$ cat src/rtl/disk_pkg.sv
// Shared definitions for the disk DMA engine and the disk/memory models:
// controller states, transfer direction codes and default geometry.
package disk_pkg;

  localparam int DEFAULT_DATA_WIDTH = 32;
  localparam int DEFAULT_ADDR_WIDTH = 14;

  localparam logic DIR_HD_TO_MEM = 1'b0;
  localparam logic DIR_MEM_TO_HD = 1'b1;

  typedef enum logic [1:0] {
    IDLE   = 2'b00,
    COPY   = 2'b01,
    FINISH = 2'b10
  } disk_state_e;

endpackage

$ cat src/rtl/disk_dma_controller.sv
// Block copy engine between the disk and data memory, one word per clock.
// Optional DISK_DMA_CHECKSUM_EN adds a running XOR of the written words.
module disk_dma_controller
  import disk_pkg::*;
#(
  parameter int DATA_WIDTH = DEFAULT_DATA_WIDTH,
  parameter int ADDR_WIDTH = DEFAULT_ADDR_WIDTH
) (
  input  logic                  clock,
  input  logic                  reset_n,
  input  logic                  start,
  input  logic                  dir,
  input  logic [ADDR_WIDTH-1:0] src_addr,
  input  logic [ADDR_WIDTH-1:0] dst_addr,
  input  logic [ADDR_WIDTH:0]   length,
  output logic [DATA_WIDTH-1:0] hd_addr,
  output logic [DATA_WIDTH-1:0] hd_data,
  output logic                  hd_write,
  input  logic [DATA_WIDTH-1:0] hd_rdata,
  output logic [DATA_WIDTH-1:0] mem_addr,
  output logic [DATA_WIDTH-1:0] mem_wdata,
  output logic                  mem_write,
  input  logic [DATA_WIDTH-1:0] mem_rdata,
  output logic                  busy,
  output logic                  done
`ifdef DISK_DMA_CHECKSUM_EN
  ,
  output logic [DATA_WIDTH-1:0] checksum
`endif
);

  localparam logic [ADDR_WIDTH-1:0] ADDR_ONE = {{(ADDR_WIDTH-1){1'b0}}, 1'b1};
  localparam logic [ADDR_WIDTH:0]   CNT_ONE  = {{ADDR_WIDTH{1'b0}}, 1'b1};
  localparam logic [ADDR_WIDTH:0]   CNT_ZERO = {(ADDR_WIDTH+1){1'b0}};
  localparam logic [DATA_WIDTH-ADDR_WIDTH-1:0] ADDR_PAD = {(DATA_WIDTH-ADDR_WIDTH){1'b0}};

  disk_state_e           state_r;
  logic                  dir_r;
  logic [ADDR_WIDTH-1:0] hd_addr_r;
  logic [ADDR_WIDTH-1:0] mem_addr_r;
  logic [ADDR_WIDTH-1:0] wr_ptr_r;
  logic [ADDR_WIDTH:0]   rd_left_r;
  logic                  hd_write_r;
  logic                  mem_write_r;
  logic                  busy_r;
  logic                  done_r;
  logic                  accept_s;
  logic [DATA_WIDTH-1:0] wr_data_s;

  // The done cycle is spent in IDLE, so a start held there waits one more edge.
  assign accept_s  = (state_r == IDLE) && start && !done_r;
  assign wr_data_s = (dir_r == DIR_MEM_TO_HD) ? mem_rdata : hd_rdata;

  assign hd_addr   = {ADDR_PAD, hd_addr_r};
  assign mem_addr  = {ADDR_PAD, mem_addr_r};
  assign hd_write  = hd_write_r;
  assign mem_write = mem_write_r;
  assign hd_data   = hd_write_r  ? wr_data_s : {DATA_WIDTH{1'b0}};
  assign mem_wdata = mem_write_r ? wr_data_s : {DATA_WIDTH{1'b0}};
  assign busy      = busy_r;
  assign done      = done_r;

  // Transfer sequencer: read pointer leads the write stage by one cycle.
  always_ff @(posedge clock or negedge reset_n) begin
    if (!reset_n) begin
      state_r     <= IDLE;
      dir_r       <= 1'b0;
      hd_addr_r   <= {ADDR_WIDTH{1'b0}};
      mem_addr_r  <= {ADDR_WIDTH{1'b0}};
      wr_ptr_r    <= {ADDR_WIDTH{1'b0}};
      rd_left_r   <= CNT_ZERO;
      hd_write_r  <= 1'b0;
      mem_write_r <= 1'b0;
      busy_r      <= 1'b0;
      done_r      <= 1'b0;
    end else begin
      case (state_r)
        IDLE: begin
          hd_write_r  <= 1'b0;
          mem_write_r <= 1'b0;
          done_r      <= 1'b0;
          if (accept_s) begin
            dir_r    <= dir;
            wr_ptr_r <= dst_addr;
            busy_r   <= 1'b1;
            if (length == CNT_ZERO) begin
              rd_left_r <= CNT_ZERO;
              state_r   <= FINISH;
            end else begin
              rd_left_r <= length - CNT_ONE;
              state_r   <= COPY;
              if (dir == DIR_HD_TO_MEM) begin
                hd_addr_r <= src_addr;
              end else begin
                mem_addr_r <= src_addr;
              end
            end
          end
        end
        COPY: begin
          // Word read this cycle is written to the destination next cycle.
          if (dir_r == DIR_HD_TO_MEM) begin
            mem_addr_r  <= wr_ptr_r;
            mem_write_r <= 1'b1;
          end else begin
            hd_addr_r  <= wr_ptr_r;
            hd_write_r <= 1'b1;
          end
          wr_ptr_r <= wr_ptr_r + ADDR_ONE;
          if (rd_left_r == CNT_ZERO) begin
            state_r <= FINISH;
          end else begin
            rd_left_r <= rd_left_r - CNT_ONE;
            if (dir_r == DIR_HD_TO_MEM) begin
              hd_addr_r <= hd_addr_r + ADDR_ONE;
            end else begin
              mem_addr_r <= mem_addr_r + ADDR_ONE;
            end
          end
        end
        FINISH: begin
          hd_write_r  <= 1'b0;
          mem_write_r <= 1'b0;
          busy_r      <= 1'b0;
          done_r      <= 1'b1;
          state_r     <= IDLE;
        end
        default: begin
          hd_write_r  <= 1'b0;
          mem_write_r <= 1'b0;
          busy_r      <= 1'b0;
          done_r      <= 1'b0;
          state_r     <= IDLE;
        end
      endcase
    end
  end

`ifdef DISK_DMA_CHECKSUM_EN
  logic [DATA_WIDTH-1:0] checksum_r;

  assign checksum = checksum_r;

  // XOR of every word committed to the destination since the last accepted start.
  always_ff @(posedge clock or negedge reset_n) begin
    if (!reset_n) begin
      checksum_r <= {DATA_WIDTH{1'b0}};
    end else if (accept_s) begin
      checksum_r <= {DATA_WIDTH{1'b0}};
    end else if (hd_write_r || mem_write_r) begin
      checksum_r <= checksum_r ^ wr_data_s;
    end else begin
      checksum_r <= checksum_r;
    end
  end
`endif

endmodule

$ cat config.mk
export PLATFORM = sky130hd
export DESIGN_NAME = disk_dma_controller
export DESIGN_NICKNAME = d
export VERILOG_FILES = /design/src/rtl/disk_pkg.sv /design/src/rtl/disk_dma_controller.sv
export SDC_FILE = /design/constraint.sdc
export NUM_CORES = 1
export LEC_CHECK = 0
export ABC_AREA = 1
export CAP_MARGIN = 20
export CORE_MARGIN = 2
export CORE_UTILIZATION = 59
export CTS_CLUSTER_SIZE = 25
export DETAILED_ROUTE_END_ITERATION = 10
export DONT_BUFFER_PORTS = 1
export HOLD_SLACK_MARGIN = 0.05
export PLACE_DENSITY = 0.78
export SETUP_SLACK_MARGIN = 0.5
export SYNTH_ARGS = -nofsm -noshare
export SYNTH_HDL_FRONTEND = slang
export SYNTH_SLANG_ARGS = --single-unit
$ cat constraint.sdc
create_clock -name clock -period 1.7 [get_ports clock]
set_clock_uncertainty 0.15 [all_clocks]
set_input_delay 0.17 -clock clock [delete_from_list [all_inputs] [get_ports clock]]
set_output_delay 0.17 -clock clock [all_outputs]
set_load 0.01 [all_outputs]
==> flow_summary.ini, run 1 <==
[synthesis]
ys_async_sr_fraction = 1.000
synth_edf_count = 0
yosysSeqAreaShare = 0.2713
synth_warnings = 0
synth-seq-cells = 64
synth_cell_types = 48
ys.flop_type = dfrtp_1
syn_area_um2 = 5903
postSynthCellCount = 893
avgSynthCellArea_um2 = 6.610

[die]
top_level_ports = 243
die_h_um = 104.0
initial_utilization = 0.6067
die_x_um = 104.0
rows = 36

[place]
place_hpwl_um = 14800
gp_congestion = 0.9296
port_buffers = 0
post_dp_cell_area_um2 = 6719

[status]
outcome = aborted with a tool error
stop_stage = 5_1_grt
firstError = [ERROR DPL-0038] Utilization greater than 100%, impossible to legalize

[clock_tree]
cts_buffers = 9
cts_sinks = 64
cts-root-buf = clkbuf_8
htree_levels = 3
max-clock-path-buffers = 2

[sta]
worst-ep-kind = sequential cell input
postGrtWorstEndpoint = mem_addr_r[1]$_DFFE_PN0P_/D

[global_routing]
grt_max_degree = 65
cells in the mapped netlist (6+ instances only):
master    number  area (um^2)
nand2_1      196        735.7
nor2_1       144        540.5
inv_1         90        337.8
dfrtp_1       64         1602
nand3_1       47        235.2
o21ai_0       46        230.2
a21oi_1       45        225.2
buf_4         42        315.3
mux2i_1       33        330.3
nor3_1        16        80.08
o21ai_1       16        80.08
xor2_1        13        113.9
clkbuf_1      12        45.04
nand4_1       11        68.82
o211ai_1      10        75.07
buf_2          9        45.04
o22ai_1        9        56.30
inv_2          8        30.03
nor2_2         7        43.79
xnor2_1        7        61.31
a31oi_1        6        37.54
nand2_4        6        67.56
repair_timing:
item / CTS
endpoints found under the setup margin: 151
pin swaps: 39
hold buffers: 40
buffers inserted: 54
hold endpoints to repair: 120
cloned: 12
resized for setup: 180
logic make-up after synthesis:
logic type	after synthesis	synth area share
and+or+nand+nor	450	0.3417
other	1	0.0006353
DFF	64	0.2713
AOI/OAI and AO/OA	151	0.1467
muxes	33	0.05596
xor gates and xnor gates	20	0.02967
buffers and inverters	169	0.1435
adders and majority gates	5	0.01060
metrics by stage:
| step | worst slack, ns | hold slack [ns] | instances |
|---|---|---|---|
| after CTS | -0.1170 | -0.6666 | 1227 |
| after global placement | -0.1414 | -0.2740 | 1105 |
| after detailed placement | -0.1546 | -0.2741 | 1105 |
| after floorplan | 0.04944 | -0.2756 | 928 |
==> run 2, diff against run 1 <==
--- a/config.mk
+++ b/config.mk
@@ -8,13 +8,10 @@
 export ABC_AREA = 1
 export CAP_MARGIN = 20
 export CORE_MARGIN = 2
-export CORE_UTILIZATION = 59
-export CTS_CLUSTER_SIZE = 25
+export CORE_UTILIZATION = 40
 export DETAILED_ROUTE_END_ITERATION = 10
 export DONT_BUFFER_PORTS = 1
-export HOLD_SLACK_MARGIN = 0.05
-export PLACE_DENSITY = 0.78
-export SETUP_SLACK_MARGIN = 0.5
+export PLACE_DENSITY_LB_ADDON = 0.15
 export SYNTH_ARGS = -nofsm -noshare
 export SYNTH_HDL_FRONTEND = slang
 export SYNTH_SLANG_ARGS = --single-unit
==> constraint.sdc (replaced) <==
create_clock -name clock -period 2.2 [get_ports clock]
set_clock_uncertainty 0.15 [all_clocks]
set_input_delay 0.22 -clock clock [delete_from_list [all_inputs] [get_ports clock]]
set_output_delay 0.22 -clock clock [all_outputs]
set_load 0.01 [all_outputs]
==> run 2 against run 1 <==
Compared with the run above:
- the flow now finishes without violations
- synthesized cell count unchanged
- area after synthesis unchanged
==> flow_summary.ini, run 2 <==
[layout]
mostFrequentLayoutCell = nand2_1
final_cell_mix = nand2_1, nor2_1, inv_1, dfrtp_1, nand3_1
area_growth_syn_to_layout_pct = 12.70
nNetsFinal = 1039
largest_reg_flops = 15
n_antenna_cell = 0
final_layout_size_suffix_gt1_frac = 0.08405
layout.cells.non_filler = 1112
reg_top3 = rd_left_r (15), wr_ptr_r (14)
regMostFlops = rd_left_r

[power_and_ir_drop]
power.density_nw_per_um2 = 1524
netSwitchingFraction = 0.5252
p_int_mw = 4.815
power_frac_seq = 0.266
clock_power_share = 0.155
ir_worst_vdd_mv = 0.7422
p_switching_mw = 5.325
p_leak_nw = 3.253
combPwrFrac = 0.579
finalPower_mw = 10.14

[global_routing]
busiest_layer = met1
grt_antenna_before_repair = 0
use_met3 = 0.06889
grt.total_usage = 0.2321
grt_pass1_wl_um = 29260
grt_pass1_vias = 5245
met2_usage = 0.3313
gr-total-overflow = 0
use_met1 = 0.3488
grt_max_degree = 65

[sta]
hold_viol = 0
setup_viol = 0
worst_slack_ns = 0.1841
period_minus_slack_ns = 2.016
maxSlewViolCount = 0
fmax_mhz = 496.1
slew_headroom = 0.6506
finalSetupTns_ns = 0
finalCritPeriodShare = 0.9163
tightest_slew_ns = 0.5235
rsz0062_at_grt = false
timing.hold.ws_ns = 0.01719

[die]
fp.dieArea_um2 = 15750
top_level_ports = 243
die_h_um = 125.5
initial_utilization = 0.4077
rows = 44
core_um2 = 14480
die_x_um = 125.5

[clock_tree]
cts_buffers = 9
cts-root-buf = clkbuf_16
insertion_delay_ns = 0.34
postCtsSetupBuffers = 0
tritoncts = done
cts_sinks = 64
clk_pin_slew_ns = 0.06
htree_levels = 3
max-clock-path-buffers = 2

[routing]
wl_um = 18430
wl_per_cell_um = 16.57
remaining_drc_errors = 0
vias_per_cell = 5.189
ant_nets = 0
firstDrtPassIters = 5
first_iter_violations = 460
route.vias.total = 5770

[synthesis]
synth_area_leaders = dfrtp_1, nand2_1, nor2_1
synth_edf_count = 0
ys_async_sr_fraction = 1.000
yosysSeqAreaShare = 0.2713
synth_cell_types = 48
avgSynthCellArea_um2 = 6.610
synth_top_area_cell = dfrtp_1
yosys.area.top_type_share = 0.2713
synth_commonest_cells = nand2_1, nor2_1, inv_1, dfrtp_1, nand3_1
postSynthCellCount = 893
syn_area_um2 = 5903
synth_most_common_cell = nand2_1
ys.flop_type = dfrtp_1
synth-seq-cells = 64
synth_warnings = 0

[place]
port_buffers = 0
place_hpwl_um = 14190
post-place-ws_ns = 0.1753
gp_congestion = 0.9084
dp.cells = 1062

[status]
outcome = finished clean

[worst_setup_path]
cp.arrival_ns = 2.09
end_kind = register
required_ns = 2.27
critPathMaxFanout = 9
crit_path_start_kind = register
critical_path_class = reg2reg

[flow_run]
max_cap_viol_count = 0

[hold_path]
hold_path_class = in2reg
run 2: kinds of logic (layout without fill, tap and decap cells):
kind of cell | Yosys count | after routing | share of synthesized area
other cells | 1 | 36 | 0.0006353
fa+ha+maj | 5 | 5 | 0.01060
mux | 33 | 33 | 0.05596
simple gates | 450 | 450 | 0.3417
compound gates | 151 | 151 | 0.1467
buf+inv | 169 | 169 | 0.1435
xor+xnor | 20 | 20 | 0.02967
flops | 64 | 64 | 0.2713
run 2: final timing paths:
path / slack, ns / startpoint / cells past startpoint / to
max reg2reg: 0.18 / rd_left_r[0] / 10 / hd_addr_r[10]
min: 0.02 / length[12] / 4 / state_r[0]
min in group asynchronous: 0.27 / reset_n / 2 / asynchronous set/reset pin
max: 0.18 / rd_left_r[0] / 10 / hd_addr_r[10]
max in group asynchronous: 1.32 / reset_n / 2 / dir_r
min reg2reg: 0.33 / rd_left_r[13] / 2 / rd_left_r[13]
run 2: routing by layer:
layer	wire, um	vias to the layer above
met4	130	0
met2	7917	232
met1	9020	2640
met3	1361	8
met5	0	-
li1	-	2890
run 2: cell type report:
class	instances	area, um^2
sequential	64	1603
inverter	101	385.4
clock inverter	3	65.06
clock buffer	13	250.2
timing repair buffer	52	530.5
fill	1529	7826
multi-input combinational	695	3588
tap	184	230.2
run 2: what timing repair did:
action / CTS / global route
endpoints found under the setup margin: 0 / 1
endpoints found under the hold margin: 98 / 0
hold buffers: 34 / 0
gates resized for setup: 0 / 1
run 2: power by group through the flow:
stage	sequential (mW)	combinational, mW	clock (mW)
after floorplan	2.46	4.66	0
after global placement	2.70	5.75	0
after detailed placement	2.70	5.76	0
after CTS	2.69	5.86	1.61
after global routing	2.82	6.64	1.66
final	2.70	5.87	1.57
run 2: worst max-delay path: stages (launching register included):
cell      delay [ns]
dfrtp_1         0.37
inv_1           0.10
ha_1            0.25
nand2_4         0.13
nor2_8          0.14
nand3_4         0.11
buf_4           0.20
nand2_1         0.12
inv_2           0.07
o211ai_1        0.17
nand3_1         0.09
run 2: stage by stage:
step	util	cell area, um^2
CTS	0.4593	6650
floorplan	-	6035
global placement	0.4128	5977
finish	0.4595	6653
global route	0.4595	6653
detailed placement	0.4128	5977
Note: power is estimated with default switching activity, not from simulation.
==> run 3, diff against run 2 <==
--- a/config.mk
+++ b/config.mk
@@ -12,6 +12,7 @@
 export DETAILED_ROUTE_END_ITERATION = 10
 export DONT_BUFFER_PORTS = 1
 export PLACE_DENSITY_LB_ADDON = 0.15
+export SLEW_MARGIN = 20
 export SYNTH_ARGS = -nofsm -noshare
 export SYNTH_HDL_FRONTEND = slang
 export SYNTH_SLANG_ARGS = --single-unit
==> results of run 3 <==
The final DEF is identical to that of run 2; final timing and power are the same.
==> run 4, diff against run 3 <==
--- a/config.mk
+++ b/config.mk
@@ -11,6 +11,7 @@
 export CORE_UTILIZATION = 40
 export DETAILED_ROUTE_END_ITERATION = 10
 export DONT_BUFFER_PORTS = 1
+export GPL_ROUTABILITY_DRIVEN = 1
 export PLACE_DENSITY_LB_ADDON = 0.15
 export SLEW_MARGIN = 20
 export SYNTH_ARGS = -nofsm -noshare
==> results of run 4 <==
The final DEF is identical to that of run 2; final timing and power are the same.
